### src/rtl/lane_serial_divider.sv
// Radix-2 restoring serial divider (DIVU/DIV/REMU/REM) with valid/ready handshakes and flush.
// Define LANE_SERDIV_EARLY_TERM_EN to skip the dividend's leading zeros and shorten DIVIDE.
module lane_serial_divider #(
  parameter int WIDTH   = 64,
  parameter int IdWidth = 4
) (
  input  logic               clk_i,
  input  logic               rst_ni,
  input  logic [IdWidth-1:0] id_i,
  input  logic [WIDTH-1:0]   op_a_i,
  input  logic [WIDTH-1:0]   op_b_i,
  input  logic [1:0]         opcode_i,
  input  logic               in_vld_i,
  output logic               in_rdy_o,
  input  logic               flush_i,
  output logic               out_vld_o,
  input  logic               out_rdy_i,
  output logic [IdWidth-1:0] id_o,
  output logic [WIDTH-1:0]   res_o
);

  localparam int CntWidth = $clog2(WIDTH) + 1;

  localparam logic [1:0] IDLE   = 2'd0;
  localparam logic [1:0] DIVIDE = 2'd1;
  localparam logic [1:0] FINISH = 2'd2;

  logic [1:0]          state_q, state_d;
  logic [CntWidth-1:0] cnt_q, cnt_d;
  logic [WIDTH-1:0]    dividend_q, dividend_d;
  logic [WIDTH-1:0]    rem_q, rem_d;
  logic [WIDTH-1:0]    divisor_q, divisor_d;
  logic                negQuot_q, negQuot_d;
  logic                negRem_q, negRem_d;
  logic                isRem_q, isRem_d;
  logic                divZero_q, divZero_d;
  logic [IdWidth-1:0]  id_q, id_d;

  logic                aNeg, bNeg;
  logic [WIDTH-1:0]    aMag, bMag;
  logic [CntWidth-1:0] startCnt;
  logic [WIDTH-1:0]    startDividend;
  logic [WIDTH:0]      remShift;
  logic                stepGe;
  logic [WIDTH-1:0]    stepDiff;
  logic [WIDTH-1:0]    quotFix, remFix;

`ifdef LANE_SERDIV_EARLY_TERM_EN
  logic [CntWidth-1:0] lzcVal;

  function automatic logic [CntWidth-1:0] countLeadingZeros(input logic [WIDTH-1:0] v);
    logic [CntWidth-1:0] n;
    logic                found;
    n     = '0;
    found = 1'b0;
    for (int i = WIDTH - 1; i >= 0; i--) begin
      if (!found) begin
        if (v[i]) found = 1'b1;
        else      n = n + CntWidth'(1);
      end
    end
    return n;
  endfunction
`endif

  // Signed requests are divided as magnitudes; the signs are reapplied when the result is read out.
  always_comb begin
    aNeg = opcode_i[0] & op_a_i[WIDTH-1];
    bNeg = opcode_i[0] & op_b_i[WIDTH-1];
    aMag = aNeg ? -op_a_i : op_a_i;
    bMag = bNeg ? -op_b_i : op_b_i;
`ifdef LANE_SERDIV_EARLY_TERM_EN
    lzcVal        = countLeadingZeros(aMag);
    startCnt      = (lzcVal == CntWidth'(WIDTH)) ? CntWidth'(1) : CntWidth'(WIDTH) - lzcVal;
    startDividend = aMag << lzcVal;
`else
    startCnt      = CntWidth'(WIDTH);
    startDividend = aMag;
`endif
  end

  // The dividend register shifts out its top bit each step while quotient bits fill it from below.
  always_comb begin
    remShift = {rem_q, dividend_q[WIDTH-1]};
    stepGe   = remShift >= {1'b0, divisor_q};
    stepDiff = remShift[WIDTH-1:0] - divisor_q;
  end

  always_comb begin
    state_d    = state_q;
    cnt_d      = cnt_q;
    dividend_d = dividend_q;
    rem_d      = rem_q;
    divisor_d  = divisor_q;
    negQuot_d  = negQuot_q;
    negRem_d   = negRem_q;
    isRem_d    = isRem_q;
    divZero_d  = divZero_q;
    id_d       = id_q;
    if (flush_i) begin
      state_d = IDLE;
    end else begin
      case (state_q)
        IDLE: begin
          if (in_vld_i) begin
            state_d    = DIVIDE;
            cnt_d      = startCnt;
            dividend_d = startDividend;
            rem_d      = '0;
            divisor_d  = bMag;
            negQuot_d  = aNeg ^ bNeg;
            negRem_d   = aNeg;
            isRem_d    = opcode_i[1];
            divZero_d  = (op_b_i == '0);
            id_d       = id_i;
          end
        end
        DIVIDE: begin
          dividend_d = {dividend_q[WIDTH-2:0], stepGe};
          rem_d      = stepGe ? stepDiff : remShift[WIDTH-1:0];
          cnt_d      = cnt_q - CntWidth'(1);
          if (cnt_q == CntWidth'(1)) state_d = FINISH;
        end
        FINISH: begin
          if (out_rdy_i) state_d = IDLE;
        end
        default: state_d = IDLE;
      endcase
    end
  end

  always_ff @(posedge clk_i or negedge rst_ni) begin
    if (!rst_ni) begin
      state_q    <= IDLE;
      cnt_q      <= '0;
      dividend_q <= '0;
      rem_q      <= '0;
      divisor_q  <= '0;
      negQuot_q  <= 1'b0;
      negRem_q   <= 1'b0;
      isRem_q    <= 1'b0;
      divZero_q  <= 1'b0;
      id_q       <= '0;
    end else begin
      state_q    <= state_d;
      cnt_q      <= cnt_d;
      dividend_q <= dividend_d;
      rem_q      <= rem_d;
      divisor_q  <= divisor_d;
      negQuot_q  <= negQuot_d;
      negRem_q   <= negRem_d;
      isRem_q    <= isRem_d;
      divZero_q  <= divZero_d;
      id_q       <= id_d;
    end
  end

  // Divide by zero forces an all-ones quotient; min / -1 falls out naturally from magnitude arithmetic.
  always_comb begin
    quotFix = divZero_q ? '1 : (negQuot_q ? -dividend_q : dividend_q);
    remFix  = negRem_q ? -rem_q : rem_q;
    res_o   = (state_q == FINISH) ? (isRem_q ? remFix : quotFix) : '0;
  end

  assign in_rdy_o  = (state_q == IDLE);
  assign out_vld_o = (state_q == FINISH);
  assign id_o      = id_q;

endmodule
### config.mk
export PLATFORM = sky130hd
export DESIGN_NAME = lane_serial_divider
export DESIGN_NICKNAME = d
export VERILOG_FILES = /design/src/rtl/lane_serial_divider.sv
export SDC_FILE = /design/constraint.sdc
export NUM_CORES = 1
export LEC_CHECK = 0
export ABC_CLOCK_PERIOD_IN_PS = 5500
export BUFFER_PORTS_ARGS = -buffer_cell sky130_fd_sc_hd__buf_2
export CAP_MARGIN = 20
export CORE_ASPECT_RATIO = 1.2
export CORE_UTILIZATION = 50
export CTS_BUF_LIST = sky130_fd_sc_hd__clkbuf_8 sky130_fd_sc_hd__clkbuf_16
export DETAILED_ROUTE_END_ITERATION = 10
export PLACE_DENSITY = 0.7
export REMOVE_ABC_BUFFERS = 1
export SYNTH_ARGS = -nofsm -noshare
export SYNTH_HDL_FRONTEND = slang
export SYNTH_SLANG_ARGS = --single-unit
### constraint.sdc
create_clock -name clk_i -period 5.5 [get_ports clk_i]
set_input_delay 0.55 -clock clk_i [delete_from_list [all_inputs] [get_ports clk_i]]
set_output_delay 0.55 -clock clk_i [all_outputs]
set_load 0.02 [all_outputs]
Word-level counts from Yosys, hierarchy flattened

Index checks and enable logic that the tools add are counted.

Multiplexer cells: 19
Multipliers: 0
Reduce and logical (&&, ||, !) cells: 6
Magnitude comparators: 1
Divide/modulo/power cells: 0
Add/sub/neg operators: 6
Equal/unequal tests: 7
Shifts and indexed selects: 0
Bitwise gates (word level): 4

Operator list:

| operator                                                              | number |
|---|---|
| 64-bit 2-to-1 mux                                                     | 10 |
| 64-bit negator                                                        | 4 |
| 64-bit one-hot mux with 2 select lines                                | 2 |
| 65-bit by 64-bit greater-or-equal comparator with 1-bit output        | 1 |
| 64-bit logical NOT                                                    | 1 |
| 64-bit subtractor                                                     | 1 |
| 7-bit one-hot mux with 2 select lines                                 | 1 |
| 3-bit AND reduction                                                   | 3 |
| 2-bit 2-to-1 mux                                                      | 4 |
| 7-bit by 1-bit equality test with 1-bit output, second input constant | 1 |
| 7-bit 2-to-1 mux                                                      | 1 |
| 7-bit by 1-bit subtractor with 7-bit output, second input constant    | 1 |
| 3-bit by 2-bit != test with 1-bit output, second input constant       | 2 |
| 2-bit one-hot mux with 3 select lines                                 | 1 |
| 3-bit != test, second input constant                                  | 1 |
| 1-bit bitwise AND                                                     | 2 |
| 2-bit by 1-bit equality test with 1-bit output, second input constant | 1 |
| 2-bit equality test, second input constant                            | 1 |
| 2-bit logical NOT                                                     | 1 |
| 2-bit != test, second input constant                                  | 1 |
| 2-bit nonzero test                                                    | 1 |
| 1-bit inverter                                                        | 1 |
| 1-bit bitwise XOR                                                     | 1 |

Memories: 0
Bits in read-only memories: 0
Register bits after elaboration: 209
Output and inout bits: 70
Memory bits (writable): 0
Bits in latches: 0
Input port bits: 139
Word-level logic and storage cells: 53

Logic depth before layout (Yosys ltp)

Depth in word-level cells: 5
Depth in mapped cells: 15
Depth with buffers taken out: 14

Least setup slack after synthesis

No wires, ideal clock.

Path kind: register to output
From: register dividend_q[4]
To: output port res_o[52]
Cell stages (with the launch flop): 11
Buffers on the path: 1
Data arrival time: 4.296 ns
Setup slack: 0.654 ns
Required time: 4.950 ns
Cells stage by stage: dfrtp_1 buf_6 or4_4 or4b_4 or4_4 or4_4 or4b_4 or4_4 o21ai_4 xor2_1 a221oi_1

Longest elaborated chain between the ends: 5

RTL lines:

| element                        | RTL line | text |
|---|---|---|
| from (decl)                    | 30       | `logic [WIDTH-1:0] dividend_q, dividend_d;` |
| from (signal assigned)         | 147      | `dividend_q <= dividend_d;` |
| 64-bit negator                 | 160      | `quotFix = divZero_q ? '1 : (negQuot_q ? -dividend_q : dividend_q);` |
| 64-bit 2-to-1 mux (2 in a row) | 160      |  |
| 64-bit 2-to-1 mux (2 in a row) | 162      | `res_o = (state_q == FINISH) ? (isRem_q ? remFix : quotFix) : '0;` |
| to (decl)                      | 19       | `output logic [WIDTH-1:0] res_o` |

Every way passes these cells.

Final worst setup path

From: register dividend_q[6]
To: output port res_o[60]

Same word-level chain as after synthesis.

==> results.txt <==
- Flop pwr share: 0.227
* TritonCTS Sinks: about 210
- The first detailed-routing pass took 6 iterations.
- For this run, the number of Yosys warnings is 0.
* Switch share: 0.5142
* Final cycle utilization of the critical path: 0.9787
- The worst pin sits at a relative slew slack of 0.3512.
* Static Leakage: between 9 and 10 nW
- For this run, design rule violations remaining after detail routing come to 0.
- PnR worst setup slack: 0.1169 ns
* Count of input and output buffers: between 200 and 250
- Die footprint: between 0.03 and 0.04 sq mm
* Total Power: 13.18 mW
- Averaged over all synthesized cells, the footprint is between 7 and 8 sq um.
- At the worst endpoint, the required time is a little under 5 ns.
- Internal power contribution: between 6 and 7 mW
- STA classifies the critical path startpoint as a register.
- Final hold slack: 0.04211 ns
- Xor-xnor portion of the synthesized cell area: 0.1423
- The die is roughly 210 microns tall.
- In this run the count of I/O pins placed on the die edge is between 200 and 250.
* Number of enable-type register cells in the synthesized netlist: 0
* All-layer global routing usage: 0.2942
- The smallest clock period supported by the final layout is computed as 5.383 ns.
- Number of buffers added by the clock tree synthesis step: 25
- For this run, the leading register cell type out of synthesis is sky130_fd_sc_hd__dfrtp_1.
- The via count of the first global-routing pass is roughly 17,000.
* Number of cells traversed by the worst register-to-register path: 11
- For the pin with the worst max-slew slack, the measured transition is between 0.9 and 1 ns.
- In this run the worst path has a maximum fanout of 3.
- Summed over all layers, the routed wires come to 56.77 mm.
* Root Buffer: sky130_fd_sc_hd__clkbuf_16
* Largest family of logic cells by synthesized area: compound AO/OA/AOI/OAI gates
- For met3 alone, demand over resource in global routing was 0.02518.
- The total count of hold-check failures in the final report was 0.
- The min-delay analysis places its worst path in the category in -> async.
- CTS H-tree lvls: 1
* Minimum setup slack after placement: 0.4350 ns
* Final HPWL DP: around 43 mm
- For met2 alone, demand over resource in global routing was 0.4701.
* Kind of end point of the critical path: primary output
- TritonCTS built the clock tree.
- Die Span X: 178.5 microns
- Across all register-to-register paths, the minimum setup slack is ~1.1 ns.
- The area growth from synthesis to layout is 11.86%.
- Overflow after GRT: 0
* Fmax: 185.8 MHz
* Setup repair after global routing missed its margin: false
- Counting flops with an async set or reset pin after synthesis yields a share of 1.000.
- The total area inside the core boundary comes to ~0.037 sq mm.
* Critical path arrival: 4.83 ns
- Power Dens Cells: approximately 630 mW/mm^2
- Clock-pin slew was measured on the worst setup and hold paths at 0.06 ns.
- The detailed router finished its first iteration with 1,686 violations.
* Effective utilization at floorplan: 0.5080
- Row cnt: just under 80
* Post-DRT Antenna Nets: 0
* Number of different library cells in the post-synthesis netlist: a little under 80
- Combinational Power Share: 0.643
- Proportion of power drawn by the clock network: 0.131
- Crit Reg-Reg Endpoint: rem_q[55]
* Post-synthesis adder-cell area fraction: 0.04792
* Mapped Area: about 0.019 sq mm
- Of the total synthesized cell area, the portion taken by AND, OR, NAND and NOR gates is 0.1969.
* Cell count after synthesis: between 2,000 and 2,500
- Switching pwr: approximately 6.8 mW
- Setup skew after layout: between 0.01 and 0.015 ns
- After synthesis the netlist holds a flip-flop and latch count of between 200 and 250.
- The routed layout has ~18,000 vias.
- The fraction of the mapped netlist area in compound gates was 0.2578.
- Of the post-synthesis cell area, the part taken by muxes is 0.01887.
* Max-capacitance violation count: 0
- Outcome: finished clean
- After the last flow step, the layout net total stands at roughly 2,800.
- Fill count: 3,541
- Final GP Congestion: roughly 0.96
- Wire length of the first global-routing pass: approximately 90 mm
* Worst Setup Path Type: reg -> out
- Post-DR vias/cell: about 6.0
- Setup violations remaining at the end of the flow were counted as 0.
* Reg-to-Reg Start: rem_q[5]
- Peak supply drop: between 0.0006 and 0.0007 V
- The final count of pins violating max slew came to 0.
* Clock latency reported for the late side of the worst-skew pair: approximately 0.55 ns
- Met1 layer usage reported by global route: 0.4174
* Average detailed-routed wire length per instance: 18.54 microns
- The clock passes through at most 3 buffers.
- Hold bufs inserted after CTS: 0
- The number of antenna violations at the first check in global routing was 0.
- In this run the most used layer during global routing was met2.
- Pin count of the biggest net entering global routing: 173
- Share of final-layout standard cells stronger than drive strength 1: 0.1269
* Post-synthesis sequential area ratio: 0.2797
registers in the layout (all words and copies together), names as in the netlist:
name / count
rem_q: 64
negRem_q: 1
negQuot_q: 1
cnt_q: 7
divZero_q: 1
divisor_q: 64
id_o: 4
dividend_q: 64
isRem_q: 1
state_q: 2
power by group through the flow:
stage / combinational [mW] / sequential [mW] / clock [mW]
6_report: 8.47 / 2.99 / 1.72
5_1_grt: 9.39 / 3.08 / 1.81
4_1_cts: 8.36 / 2.95 / 1.75
3_5_place_dp: 8.26 / 2.99 / 0
3_3_place_gp: 8.17 / 2.94 / 0
2_1_floorplan: 6.42 / 2.80 / 0
per-layer routing:
metal / vias up / wire length, microns
li1: 9020 / -
met4: 0 / 1756
met5: - / 0
met2: 587 / 25620
met1: 8692 / 26220
met3: 84 / 3161
how the worst max path moves through the flow:
stage               slack, ns   endpoint           from  depth (start not counted)
floorplan               -3.56  rem_q[57]      rem_q[18]                         10
global placement         0.44  res_o[44]  dividend_q[0]                         13
detailed placement       0.44  res_o[44]  dividend_q[0]                         13
CTS                     0.004  res_o[60]  dividend_q[6]                         11
global route             0.02  res_o[60]  dividend_q[6]                         11
finish                   0.12  res_o[60]  dividend_q[6]                         11
cell usage in the layout (no fill, tap or decap), drive strengths merged, types with 23 or more instances in the layout:
cell type  instances
a21oi            189
a221oi            57
and3              23
buf              239
clkbuf            32
dfrtp            209
ha                70
inv              119
mux2i             33
nand2            331
nand4             34
nor2             147
nor3              45
nor4              25
o21ai            337
o31ai             76
or3               49
or4               31
xnor2            102
xor2             201
cells in the mapped netlist, types with 21 or more instances:
cell | count | share of area
sky130_fd_sc_hd__o21ai_0 | 335 | 0.090
sky130_fd_sc_hd__xor2_1 | 201 | 0.094
sky130_fd_sc_hd__ha_1 | 70 | 0.047
sky130_fd_sc_hd__o41ai_1 | 21 | 0.0098
sky130_fd_sc_hd__inv_1 | 112 | 0.022
sky130_fd_sc_hd__o31ai_1 | 76 | 0.031
sky130_fd_sc_hd__and3_1 | 23 | 0.0077
sky130_fd_sc_hd__nor3_1 | 45 | 0.012
sky130_fd_sc_hd__mux2i_1 | 33 | 0.018
sky130_fd_sc_hd__a221oi_1 | 56 | 0.026
sky130_fd_sc_hd__or3_1 | 46 | 0.015
sky130_fd_sc_hd__or4_1 | 25 | 0.010
sky130_fd_sc_hd__o21bai_1 | 22 | 0.0088
sky130_fd_sc_hd__nand2_1 | 330 | 0.066
sky130_fd_sc_hd__xnor2_1 | 101 | 0.047
sky130_fd_sc_hd__nor4_1 | 25 | 0.0084
sky130_fd_sc_hd__a21oi_1 | 189 | 0.051
sky130_fd_sc_hd__nor2_1 | 146 | 0.029
sky130_fd_sc_hd__dfrtp_1 | 209 | 0.28
sky130_fd_sc_hd__clkbuf_1 | 140 | 0.028
sky130_fd_sc_hd__nand4_1 | 34 | 0.011
final cells by class:
type,instances,area (sq um),area share
Sequential cell,209,5234,0.2503
Antenna cell,3,7.507,0.0003590
Tap cell,474,593.1,0.02836
Inverter,112,420.4,0.02010
Multi-Input combinational cell,1978,12480,0.5966
Clock buffer,31,708.2,0.03386
Timing Repair Buffer,240,1330,0.06360
Clock inverter,14,143.9,0.006880
worst max-delay path, stage by stage (launching register included):
cell,delay [ns]
sky130_fd_sc_hd__dfrtp_1,0.40
sky130_fd_sc_hd__or4_4,0.56
sky130_fd_sc_hd__or4b_4,0.52
sky130_fd_sc_hd__or4_4,0.45
sky130_fd_sc_hd__or4_4,0.44
sky130_fd_sc_hd__or4b_4,0.54
sky130_fd_sc_hd__or4_4,0.53
sky130_fd_sc_hd__o21ai_4,0.19
sky130_fd_sc_hd__nand2_2,0.08
sky130_fd_sc_hd__xnor2_2,0.15
sky130_fd_sc_hd__a221oi_2,0.24
sky130_fd_sc_hd__buf_4,0.18
kinds of logic after synthesis:
group,count (synthesis)
xor gates and xnor gates,303
adders and majority gates,71
AOI/OAI and AO/OA,798
buffers and inverters,267
DFF,209
and+or+nand+nor,771
muxes,35
timing repair:
item / in CTS / in global routing
hold endpoints to repair: 0 / 0
gates resized for setup: 5 / 5
pin swaps: 5 / 5
setup endpoints to repair: 3 / 3
buffers inserted: 7 / 2
metrics by stage:
stage          TNS, ns  area, sq um  utilization  instances
6_report             0        20910       0.5683       3061
5_1_grt              0        20910       0.5681       3058
4_1_cts              0        20880       0.5674       3056
3_5_place_dp         0        19960       0.5424       3004
3_3_place_gp         0        19960       0.5424       3004
2_1_floorplan  -271.50        18060            -       2299
Power figures use the tool's default switching activity.
